===== src/rtl/binary_mul_pkg.sv =====
// Shared definitions for the 5x5 multiplier stage, its operand sequencer and
// the product accumulator: default widths, accumulator width derivation and
// the accumulator FSM state encoding.
package binary_mul_pkg;

  // Product width of the 5x5 unsigned array multiplier.
  localparam int PW_DEF    = 10;
  // Term-count width; a frame carries 1..2^CNT_W products.
  localparam int CNT_W_DEF = 4;

  // Width that holds 2^cnt_w * (2^pw - 1) without wrapping.
  function automatic int acc_width(input int pw, input int cnt_w);
    return pw + cnt_w;
  endfunction

  typedef enum logic [1:0] {
    IDLE = 2'd0,
    ACC  = 2'd1,
    HOLD = 2'd2
  } state_t;

endpackage : binary_mul_pkg


===== src/rtl/binary_mul_acc.sv =====
// Purpose : sums a programmed number of consecutive multiplier products per frame.
// Latency : start -> p_rdy 1 cycle; last accepted product -> acc_vld 1 cycle.
// Backpressure: p_rdy only in ACC; result held in HOLD until acc_rdy, start
//               accepted together with acc_rdy gives back-to-back frames.
//
// Ports:
//   clk, rst_n            clock (rising edge), async active-low reset
//   start, len            frame start and term count (0 means 2^CNT_W)
//   p_in, p_vld, p_rdy    product input handshake
//   acc_out, acc_vld,
//   acc_rdy               frame sum output handshake
//   busy                  high while a frame is in progress or being presented
//   abort                 only when BINARY_MUL_ACC_ABORT_EN is defined: drops
//                         the current frame and returns to IDLE
module binary_mul_acc
  import binary_mul_pkg::*;
#(
  parameter int PW    = PW_DEF,
  parameter int CNT_W = CNT_W_DEF,
  parameter int ACC_W = acc_width(PW, CNT_W)
) (
  input  logic             clk,
  input  logic             rst_n,
  input  logic             start,
  input  logic [CNT_W-1:0] len,
  input  logic [PW-1:0]    p_in,
  input  logic             p_vld,
  output logic             p_rdy,
  output logic [ACC_W-1:0] acc_out,
  output logic             acc_vld,
  input  logic             acc_rdy,
`ifdef BINARY_MUL_ACC_ABORT_EN
  input  logic             abort,
`endif
  output logic             busy
);

  state_t             state;
  state_t             state_nxt;

  logic [ACC_W-1:0]   acc;
  logic [CNT_W-1:0]   cnt;
  logic [CNT_W-1:0]   len_q;

  logic [ACC_W-1:0]   acc_sum;
  logic [CNT_W-1:0]   last_idx;

  // Datapath controls decoded by the FSM.
  logic               load_frame;  // latch len, clear acc/cnt
  logic               take_beat;   // accumulate p_in
  logic               last_beat;   // final term: register the sum
  logic               clr_frame;   // drop the frame without presenting it

  assign acc_sum  = acc + ACC_W'(p_in);
  // Modulo-2^CNT_W so that len_q == 0 ends the frame at cnt == all-ones,
  // i.e. after 2^CNT_W terms.
  assign last_idx = len_q - CNT_W'(1);

  // Handshake outputs come straight from the registered state, so they are
  // glitch-free and drop to zero as soon as reset asserts.
  assign p_rdy   = (state == ACC);
  assign acc_vld = (state == HOLD);
  assign busy    = (state != IDLE);

  // ---------------------------------------------------------------------------
  // FSM state register
  // ---------------------------------------------------------------------------
  always_ff @(posedge clk or negedge rst_n) begin
    if (!rst_n) begin
      state <= IDLE;
    end else begin
      state <= state_nxt;
    end
  end

  // ---------------------------------------------------------------------------
  // FSM next state and datapath controls
  // ---------------------------------------------------------------------------
  always_comb begin
    state_nxt  = state;
    load_frame = 1'b0;
    take_beat  = 1'b0;
    last_beat  = 1'b0;
    clr_frame  = 1'b0;

    case (state)
      IDLE: begin
        if (start) begin
          load_frame = 1'b1;
          state_nxt  = ACC;
        end
      end

      ACC: begin
        // start is deliberately ignored here; the frame length is fixed.
        if (p_vld) begin
          take_beat = 1'b1;
          if (cnt == last_idx) begin
            last_beat = 1'b1;
            state_nxt = HOLD;
          end
        end
      end

      HOLD: begin
        if (acc_rdy) begin
          if (start) begin
            // Result leaves and the next frame opens in the same cycle.
            load_frame = 1'b1;
            state_nxt  = ACC;
          end else begin
            state_nxt = IDLE;
          end
        end
      end

      default: begin
        state_nxt = IDLE;
      end
    endcase

`ifdef BINARY_MUL_ACC_ABORT_EN
    // abort outranks every other request while a frame is open.
    if (abort && (state != IDLE)) begin
      state_nxt  = IDLE;
      load_frame = 1'b0;
      take_beat  = 1'b0;
      last_beat  = 1'b0;
      clr_frame  = 1'b1;
    end
`endif
  end

  // ---------------------------------------------------------------------------
  // Accumulator, term counter and frame length
  // ---------------------------------------------------------------------------
  always_ff @(posedge clk or negedge rst_n) begin
    if (!rst_n) begin
      acc   <= '0;
      cnt   <= '0;
      len_q <= '0;
    end else begin
      if (load_frame || clr_frame) begin
        acc <= '0;
        cnt <= '0;
      end else if (take_beat) begin
        acc <= acc_sum;
        cnt <= cnt + CNT_W'(1);
      end
      if (load_frame) begin
        len_q <= len;
      end
    end
  end

  // ---------------------------------------------------------------------------
  // Result register: only written on the last term, so it keeps the previous
  // frame's sum through the handshake, idle periods and aborts.
  // ---------------------------------------------------------------------------
  always_ff @(posedge clk or negedge rst_n) begin
    if (!rst_n) begin
      acc_out <= '0;
    end else if (last_beat) begin
      acc_out <= acc_sum;
    end
  end

endmodule : binary_mul_acc

===== config.mk =====
export PLATFORM = sky130hd
export DESIGN_NAME = binary_mul_acc
export DESIGN_NICKNAME = d
export VERILOG_FILES = /design/src/rtl/binary_mul_pkg.sv /design/src/rtl/binary_mul_acc.sv
export SDC_FILE = /design/constraint.sdc
export NUM_CORES = 1
export LEC_CHECK = 0
export BUFFER_PORTS_ARGS = -buffer_cell sky130_fd_sc_hd__buf_2
export CAP_MARGIN = 10
export CELL_PAD_IN_SITES_DETAIL_PLACEMENT = 1
export CELL_PAD_IN_SITES_GLOBAL_PLACEMENT = 1
export CORE_MARGIN = 3
export CORE_UTILIZATION = 43
export DETAILED_ROUTE_END_ITERATION = 10
export PLACE_DENSITY = 0.89
export SLEW_MARGIN = 20
export SYNTH_ARGS = -nofsm -noshare
export SYNTH_HDL_FRONTEND = slang
export SYNTH_SLANG_ARGS = --single-unit

===== constraint.sdc =====
create_clock -name clk -period 2.5 [get_ports clk]
set_input_delay 0 -clock clk [delete_from_list [all_inputs] [get_ports clk]]
set_output_delay 0 -clock clk [all_outputs]
set_load 0.03 [all_outputs]

==> Yosys cells after proc, flatten, opt, wreduce, memory -nomap -nowiden <==
Cells that the tools add are included.
{ "totals": {"output_inout_bits": 17, "reg_bits": 38} }
{ "classes": {"add_sub_neg": 3, "n_eq_ne": 7, "reduce_logical": 4, "muxes": 18} }
{ "ops": {"columns": ["cell", "n"], "rows": [
  ["$mux 14", 2],
  ["$add 14x10->14", 1],
  ["$mux 1", 8],
  ["$mux 2", 4],
  ["$mux 4", 2],
  ["$pmux 2 s3", 1],
  ["$add 4x1->4 const B", 1],
  ["$eq 4x4->1", 1],
  ["$ne 2x1->1 const B", 2],
  ["$ne 2x2->1 const B", 2],
  ["$reduce_and 4->1", 1],
  ["$reduce_bool 2->1", 2],
  ["$sub 4x1->4 const B", 1],
  ["$eq 2x1->1 const B", 1],
  ["$eq 2x2->1 const B", 1],
  ["$logic_not 2->1", 1],
  ["$pmux 1 s2", 1]
]} }

==> Logic depth before layout (Yosys ltp) <==
Gate-level depths: netlist of the first run.
{ "depth": {"word_depth": 5, "ltp_mapped": 9} }

==> Worst setup path before layout of the first run <==
OpenSTA, ideal clock, no wires.
{ "synth_path": {"path_type": "reg-to-reg", "from": "reg acc[0]", "to": "reg acc[10]", "setup_ns": 0.118, "arrival_ns": 1.966, "stages_incl_launch_ff": 10, "path_buffers": 0, "slack_ns": 0.416, "cell_sequence": "dfrtp_1 -> ha_1 -> inv_1 -> fa_1 -> nor2b_1 -> o2111ai_1 -> a311oi_1 -> nor3_1 -> a21o_1 -> a21o_1"} }
{ "synth_between": {"elab_chain_cells": 3} }
{ "synth_lines": {"columns": ["item", "line_no", "source"], "rows": [
  ["start, declared", "binary_mul_acc.sv:41", "logic [ACC_W-1:0] acc;"],
  ["start signal, assigned", "binary_mul_acc.sv:147", "acc <= acc_sum;"],
  ["$add 14x10->14", "binary_mul_acc.sv:54", "assign acc_sum = acc + ACC_W'(p_in);"],
  ["$mux 14", "binary_mul_acc.sv:146", "end else if (take_beat) begin"],
  ["$mux 14", "binary_mul_acc.sv:143", "if (load_frame || clr_frame) begin"]
]} }
No other way between the ends. The select of a mux whose other input is x is not followed.
A chain may end at the register's enable or synchronous reset.

==> Final worst setup path of the first run <==
Same ends and word-level chain as after synthesis.

==> metrics.md, run 1 <==
| Metric | Value |
|---|---|
| Starting DRT DRC Count | 37 |
| Skew-Pair Late Insertion Delay | 0.29 ns |
| CTS tree | built |
| Cell variety after synth | 38 |
| R2R depth | 9 |
| Synth area leaders | dfrtp_1, ha_1, xnor2_1 |
| Status | completed |
| Global Route Usage Sum | 0.194 |
| Sequential fraction of the synthesis area | 0.464 |
| Number of antenna diodes | 0 |
| Setup CP Type | register to register |
| P_int | 0.00199 W |
| CTS sink count | 38 |
| Switching share of power | 0.415 |
| Sequential share of power | 0.309 |
| Crit path DAT | 2.55 ns |
| Core ar. | 4470 um2 |
| Synth top area share | 0.464 |
| Fillers | 508 |
| Die width | 75.0 um |
| Die Span Y | 75.0 um |
| Post-synth top cells | dfrtp_1, nand2_1, o21ai_0, ha_1, nor2_1 |
| H-Tree Depth | 2 |
| Final Hold Vio Count | 0 |
| Initial core utilization | 0.458 |
| PD cells | 1360 nW/um2 |
| Total global routing overflow | 0 |
| Fin crit share | 0.942 |
| Peak supply drop | 0.521 mV |
| Max cap viols | 0 |
| Vias per cell | 5.47 |
| Hold-critical path endpoint | state[0] |
| Synth-to-Final Area Change | 21.9% |
| Yosys reg bits | 38 |
| Wire length per cell | 16.7 um |
| RSZ-0062 raised after global routing | false |
| Hold Crit Class | input pin to register |
| Clock Pin Slew Worst Setup and Hold Paths | 0.08 ns |
| R2R setup slack | 0.15 ns |
| Hold_sp | p_vld |
| R2r startpoint | acc[0] |
| Total CTS buffers | 5 |
| Slew at the pin closest to its max-slew limit | 0.856 ns |
| Hold Slack | 0.00800 ns |
| Syn_nets | 228 |
| Clock share of power | 0.192 |
| Maximum buffer depth of the clock tree | 2 |
| Hold Path Stages | 3 |
| Synth Warn # | 0 |
| Mapped Cells | 196 |
| Number of I/O pins | 36 |
| Startpoint Class | register |
| Post-route minimum period | 2.35 ns |
| First-pass GRT wire length | 8.26 mm |
| Initial antenna violation count | 0 |
| FMAX | 425 MHz |
| Nets@finish | 275 |
| Sequential cell area | 951 um2 |
| Slew margin rel. | 0.429 |
| First-pass detailed-route iteration total | 4 |
| Largest net degree at the start of global routing | 39 |
| Worst-path fanout max | 3 |
| Vias in the first global route | 1713 |
| Worst Clk Skew | 0.00733 ns |
| Comb pwr share | 0.499 |
| Main synth FF type | dfrtp_1 |
| Post-route ant nets | 0 |
| Setup TNS | 0 ns |
| WL final | 4.93 mm |
| Syn avg cell area | 10.5 um2 |
| RR Endpoint | acc[10] |
| Drt drc | 0 |
| Crit path capture type | register |
| Area leader, netlist | dfrtp_1 |
| Final Wtd Congestion | 0.866 |
| Psw | 0.00141 W |
| Most common cell in the netlist | dfrtp_1 |
| Mapped cell area | 2050 um2 |
| Std cell rows | 24 |
| HPWL Detailed | 3.50 mm |
| Post-synth EDFFs | 0 |
| Final setup fails | 0 |
| Footprint of the multi-input gates | 1040 um2 |
| Worst EP required | 2.69 ns |
| Post-CTS Setup Bufs | 0 |
| Asr flop ratio synth | 1.00 |
| P_leak | 1.22 nW |
| Die area | 5630 um2 |
| Final Max Tran Viols | 0 |
| IO buf count | 35 |
| Layout cells sized above 1 | 0.258 |
| Clock root buffer | clkbuf_8 |
| Vias | 1619 |
## stage by stage
stage / utilization / instance area [um2] / instances / power (W) / setup WS [ns]
floorplan: - / 2050 / 196 / 0.00228 / 0.416
global placement: 0.512 / 2290 / 282 / 0.00263 / 0.313
detailed placement: 0.512 / 2290 / 282 / 0.00272 / 0.195
CTS: 0.557 / 2490 / 296 / 0.00342 / 0.133
global route: 0.558 / 2500 / 296 / 0.00365 / 0.0143
finish: 0.558 / 2500 / 296 / 0.00340 / 0.146
## registers in the layout (all words and copies together) (netlist names)
register  count
acc_out      14
state         2
acc          14
len_q         4
cnt           4
## metal layers
layer,up-vias,share of wire,GRT usage
met1,801,0.45,0.252
met4,0,0.0034,0.0474
met5,-,0,0
met2,33,0.51,0.325
met3,2,0.036,0.0481
li1,783,-,-
## power groups by stage
| stage | Sequential (W) | Clock, W | Combinational (W) |
|---|---|---|---|
| final | 0.00105 | 0.000654 | 0.00169 |
| after global routing | 0.00108 | 0.000691 | 0.00187 |
| after CTS | 0.00105 | 0.000663 | 0.00170 |
| after detailed placement | 0.00106 | 0 | 0.00166 |
| after global placement | 0.00104 | 0 | 0.00159 |
| after floorplan | 0.00119 | 0 | 0.00110 |
## critical path, stage by stage (launching register included)
cell	delay, ns
dfrtp_1	0.36
ha_1	0.17
inv_1	0.06
fa_1	0.40
nor2b_1	0.21
o2111ai_1	0.18
a311oi_2	0.36
nor3_1	0.14
a21o_1	0.20
a21o_1	0.16
## area by class of cell
cell class / instances / area share
repair buffers: 45 / 0.106
clock buffers: 6 / 0.0330
inverters: 8 / 0.0120
clock inverters: 2 / 0.0240
flip-flops and latches: 38 / 0.381
multi-input cells: 145 / 0.418
well taps: 52 / 0.0260
## cell families (layout without fill, tap and decap cells)
kind of cell / Yosys count / count (layout) / share of synthesized area
AOI/OAI and AO/OA: 52 / 52 / 0.169
xor gates and xnor gates: 19 / 19 / 0.0812
adders and majority gates: 13 / 13 / 0.0830
buffers and inverters: 13 / 61 / 0.0293
DFF: 38 / 38 / 0.464
muxes: 8 / 8 / 0.0494
and+or+nand+nor: 53 / 53 / 0.124
## layout by cell type, fill, tap and decap left out, drive strengths merged, types with 2 or more instances in the layout
cell type and n:
buf 39, dfrtp 38, nand2 20, o21ai 19, nor2 14, ha 12
xnor2 11, a22o 9, inv 8, xor2 8, mux2 8, a21o 6
clkbuf 6, dlygate4sd3 6, nand3 6, nor2b 5, a21oi 5, nor3 4
and2 2, o31ai 2, o21bai 2, bufinv 2
## worst max path at each step
stage / start / to / slack, ns / cells past startpoint
2_1_floorplan: acc[0] / acc[10] / 0.42 / 9
3_3_place_gp: acc[0] / acc[10] / 0.31 / 9
3_5_place_dp: acc[0] / acc[10] / 0.19 / 9
4_1_cts: acc[0] / acc[10] / 0.13 / 9
5_1_grt: acc[0] / acc[12] / 0.01 / 9
6_report: acc[0] / acc[10] / 0.15 / 9
## what timing repair did
| item | 4_1_cts | 5_1_grt |
|---|---|---|
| hold endpoints to repair | 43 | 0 |
| gates resized for setup | 0 | 1 |
| endpoints found under the setup margin | 0 | 2 |
| hold buffers | 6 | 0 |
Note: power is estimated with default switching activity, not from simulation.
==> run 2, diff against run 1 <==
Settings changed: ABC_AREA from default to 1, CORE_MARGIN 3 to 1, CORE_UTILIZATION 43 to 41, PLACE_DENSITY 0.89 to 0.9.
==> run 2 against run 1 <==
Effect of this change:
- sequential power hardly changed
- clock-buffer cell count unchanged
- first-iteration DRC count rose by 110%
- routed wire length grew 33%
- synthesized area rose by 15%
- clock power down 28%
- final area grew 9.8%
- largest cell class unchanged
- largest power group unchanged
==> metrics.md, run 2 <==
| Metric | Value |
|---|---|
| Core ar. | 5510 um2 |
| Setup TNS | 0 ns |
| First-pass detailed-route iteration total | 4 |
| Fillers | 755 |
| Starting DRT DRC Count | 76 |
| Synth-to-Final Area Change | 16.5% |
| Worst Clk Skew | 0.00434 ns |
| Final Hold Vio Count | 0 |
| WL final | 6.56 mm |
| Initial core utilization | 0.427 |
| Most frequent cells in the layout | nand2_1, inv_1, dfrtp_1 |
| Crit path DAT | 2.22 ns |
| Worst EP required | 2.69 ns |
| Drt drc | 0 |
| R2R setup slack | 0.48 ns |
| Synth Warn # | 0 |
| Status | completed |
| Die width | 77.8 um |
| Hold Crit Class | input pin to register |
| Cell variety after synth | 26 |
| Startpoint Class | register |
| Clock root buffer | clkbuf_8 |
| Max cap viols | 0 |
| Nets@finish | 406 |
| Std cell rows | 27 |
| Asr flop ratio synth | 1.00 |
| IO buf count | 35 |
| H-Tree Depth | 2 |
| Most common cell after layout, fill and taps aside | nand2_1 |
| Main synth FF type | dfrtp_1 |
| Largest net degree at the start of global routing | 39 |
| Slew at the pin closest to its max-slew limit | 0.873 ns |
| Die area | 6050 um2 |
| Die Span Y | 77.8 um |
| Syn avg cell area | 7.13 um2 |
| P_leak | 1.62 nW |
| First-pass GRT wire length | 11.2 mm |
| Worst-path fanout max | 15 |
| Fin crit share | 0.809 |
| Clock Pin Slew Worst Setup and Hold Paths | 0.08 ns |
| CTS tree | built |
| Initial antenna violation count | 0 |
| Sequential fraction of the synthesis area | 0.404 |
| Wire length per cell | 14.7 um |
| Synth top area share | 0.404 |
| Peak supply drop | 0.516 mV |
| Setup CP Type | register to register |
| Final setup fails | 0 |
| Synth area leaders | dfrtp_1, nand2_1, inv_1 |
| Total global routing overflow | 0 |
| Total CTS buffers | 5 |
| Fin worst setup slack | 0.478 ns |
| HPWL Detailed | 5.07 mm |
| Vias per cell | 4.96 |
| Skew-Pair Late Insertion Delay | 0.31 ns |
| Vias | 2215 |
| Post-route minimum period | 2.02 ns |
| Final core utilization | 0.498 |
| RSZ-0062 raised after global routing | false |
| Layout cells sized above 1 | 0.136 |
| Crit path capture type | register |
| Slew margin rel. | 0.418 |
| Final Max Tran Viols | 0 |
| FMAX | 495 MHz |
| Largest regs | acc x14, acc_out x14 |
| PD cells | 1240 nW/um2 |
| Most common cell in the netlist | nand2_1 |
| Vias in the first global route | 2400 |
| Maximum buffer depth of the clock tree | 2 |
| Mapped cell area | 2350 um2 |
| Setup slack at placement | 0.440 ns |
| Final Wtd Congestion | 0.823 |
| Syn_nets | 362 |
| Number of antenna diodes | 0 |
| Post-synth top cells | nand2_1, inv_1, dfrtp_1, nand3_1, nor2_1 |
| Post-synth EDFFs | 0 |
| Yosys reg bits | 38 |
| Post-route ant nets | 0 |
| CTS sink count | 38 |
| Global Route Usage Sum | 0.244 |
| Area leader, netlist | dfrtp_1 |
| Post-CTS Setup Bufs | 0 |
| Post-cts resize count | 0 |
| Number of I/O pins | 36 |
| Mapped Cells | 330 |
run 2: cell types whose count changed in the layout (fill, tap and decap cells not counted), moves of 3 or more:
cell / delta
nor2b_1: -5
buf_4: -4
a21o_1: -6
mux2_4: -3
o21ai_0: -13
nand2_1: +132
mux2_2: -5
nand4_1: +3
inv_1: +38
a22o_1: -5
nand3_1: +17
xnor2_1: -9
run 2: final timing paths:
check                            from  cells after the start          to
setup / recovery             len_q[0]                     12  acc_out[2]
hold / removal                  start                      3    state[0]
setup reg to reg             len_q[0]                     12  acc_out[2]
hold reg to reg            acc_out[7]                      2  acc_out[7]
max in group asynchronous       rst_n                      2      cnt[3]
min in group asynchronous       rst_n                      2      acc[8]
run 2: repair_timing:
item / CTS / global route
endpoints found under the setup margin: 0 / 0
endpoints found under the hold margin: 43 / 0
hold buffers: 6 / 0
run 2: routing by layer:
metal  track usage  vias up  routed length (um)
met4        0.0698        0                  91
li1              -     1100                   -
met3        0.0459        9                 132
met5             0        -                   0
met2         0.464       29                3570
met1         0.273     1077                2760
run 2: area by class of cell:
class / instances / area, um2 / area share
clock buffers: 6 / 82.6 / 0.0301
clock inverters: 2 / 12.5 / 0.00456
inverters: 49 / 184 / 0.0671
multi-input cells: 239 / 1190 / 0.433
flip-flops and latches: 38 / 951 / 0.347
well taps: 72 / 90.1 / 0.0328
repair buffers: 41 / 235 / 0.0858
run 2: through the flow:
stage          instance area, um2  std cells  hold WS [ns]  total power [W]
4_1_cts                      2740        447        0.0354          0.00343
5_1_grt                      2740        447        0.0362          0.00370
6_report                     2740        447        0.0357          0.00340
3_5_place_dp                 2590        433         0.167          0.00294
2_1_floorplan                2350        330        -0.296          0.00240
3_3_place_gp                 2590        433         0.164          0.00281
run 2: worst max-delay path, cell delays in order, from the launching register on:
cell     delay, ns
dfrtp_1       0.37
inv_1         0.08
ha_1          0.33
inv_1         0.06
nand2_1       0.04
nand2_1       0.06
nand2_1       0.07
nor2_2        0.12
nand2_2       0.08
nor2_4        0.31
inv_2         0.21
nand2_1       0.11
nand2_1       0.07
run 2: where the power goes:
group | internal (W) | switching [W]
Sequential | 0.000867 | 0.000202
Clock | 0.000222 | 0.000247
Combinational | 0.000602 | 0.00126
run 2: cell families (layout without fill, tap and decap cells):
logic type      Yosys count  after routing  share of synthesized area
compound gates           19             19                     0.0564
fa+ha+maj                13             13                     0.0723
flops                    38             38                      0.404
xor+xnor                  9              9                     0.0335
buf+inv                  53             98                     0.0914
simple gates            198            198                      0.342
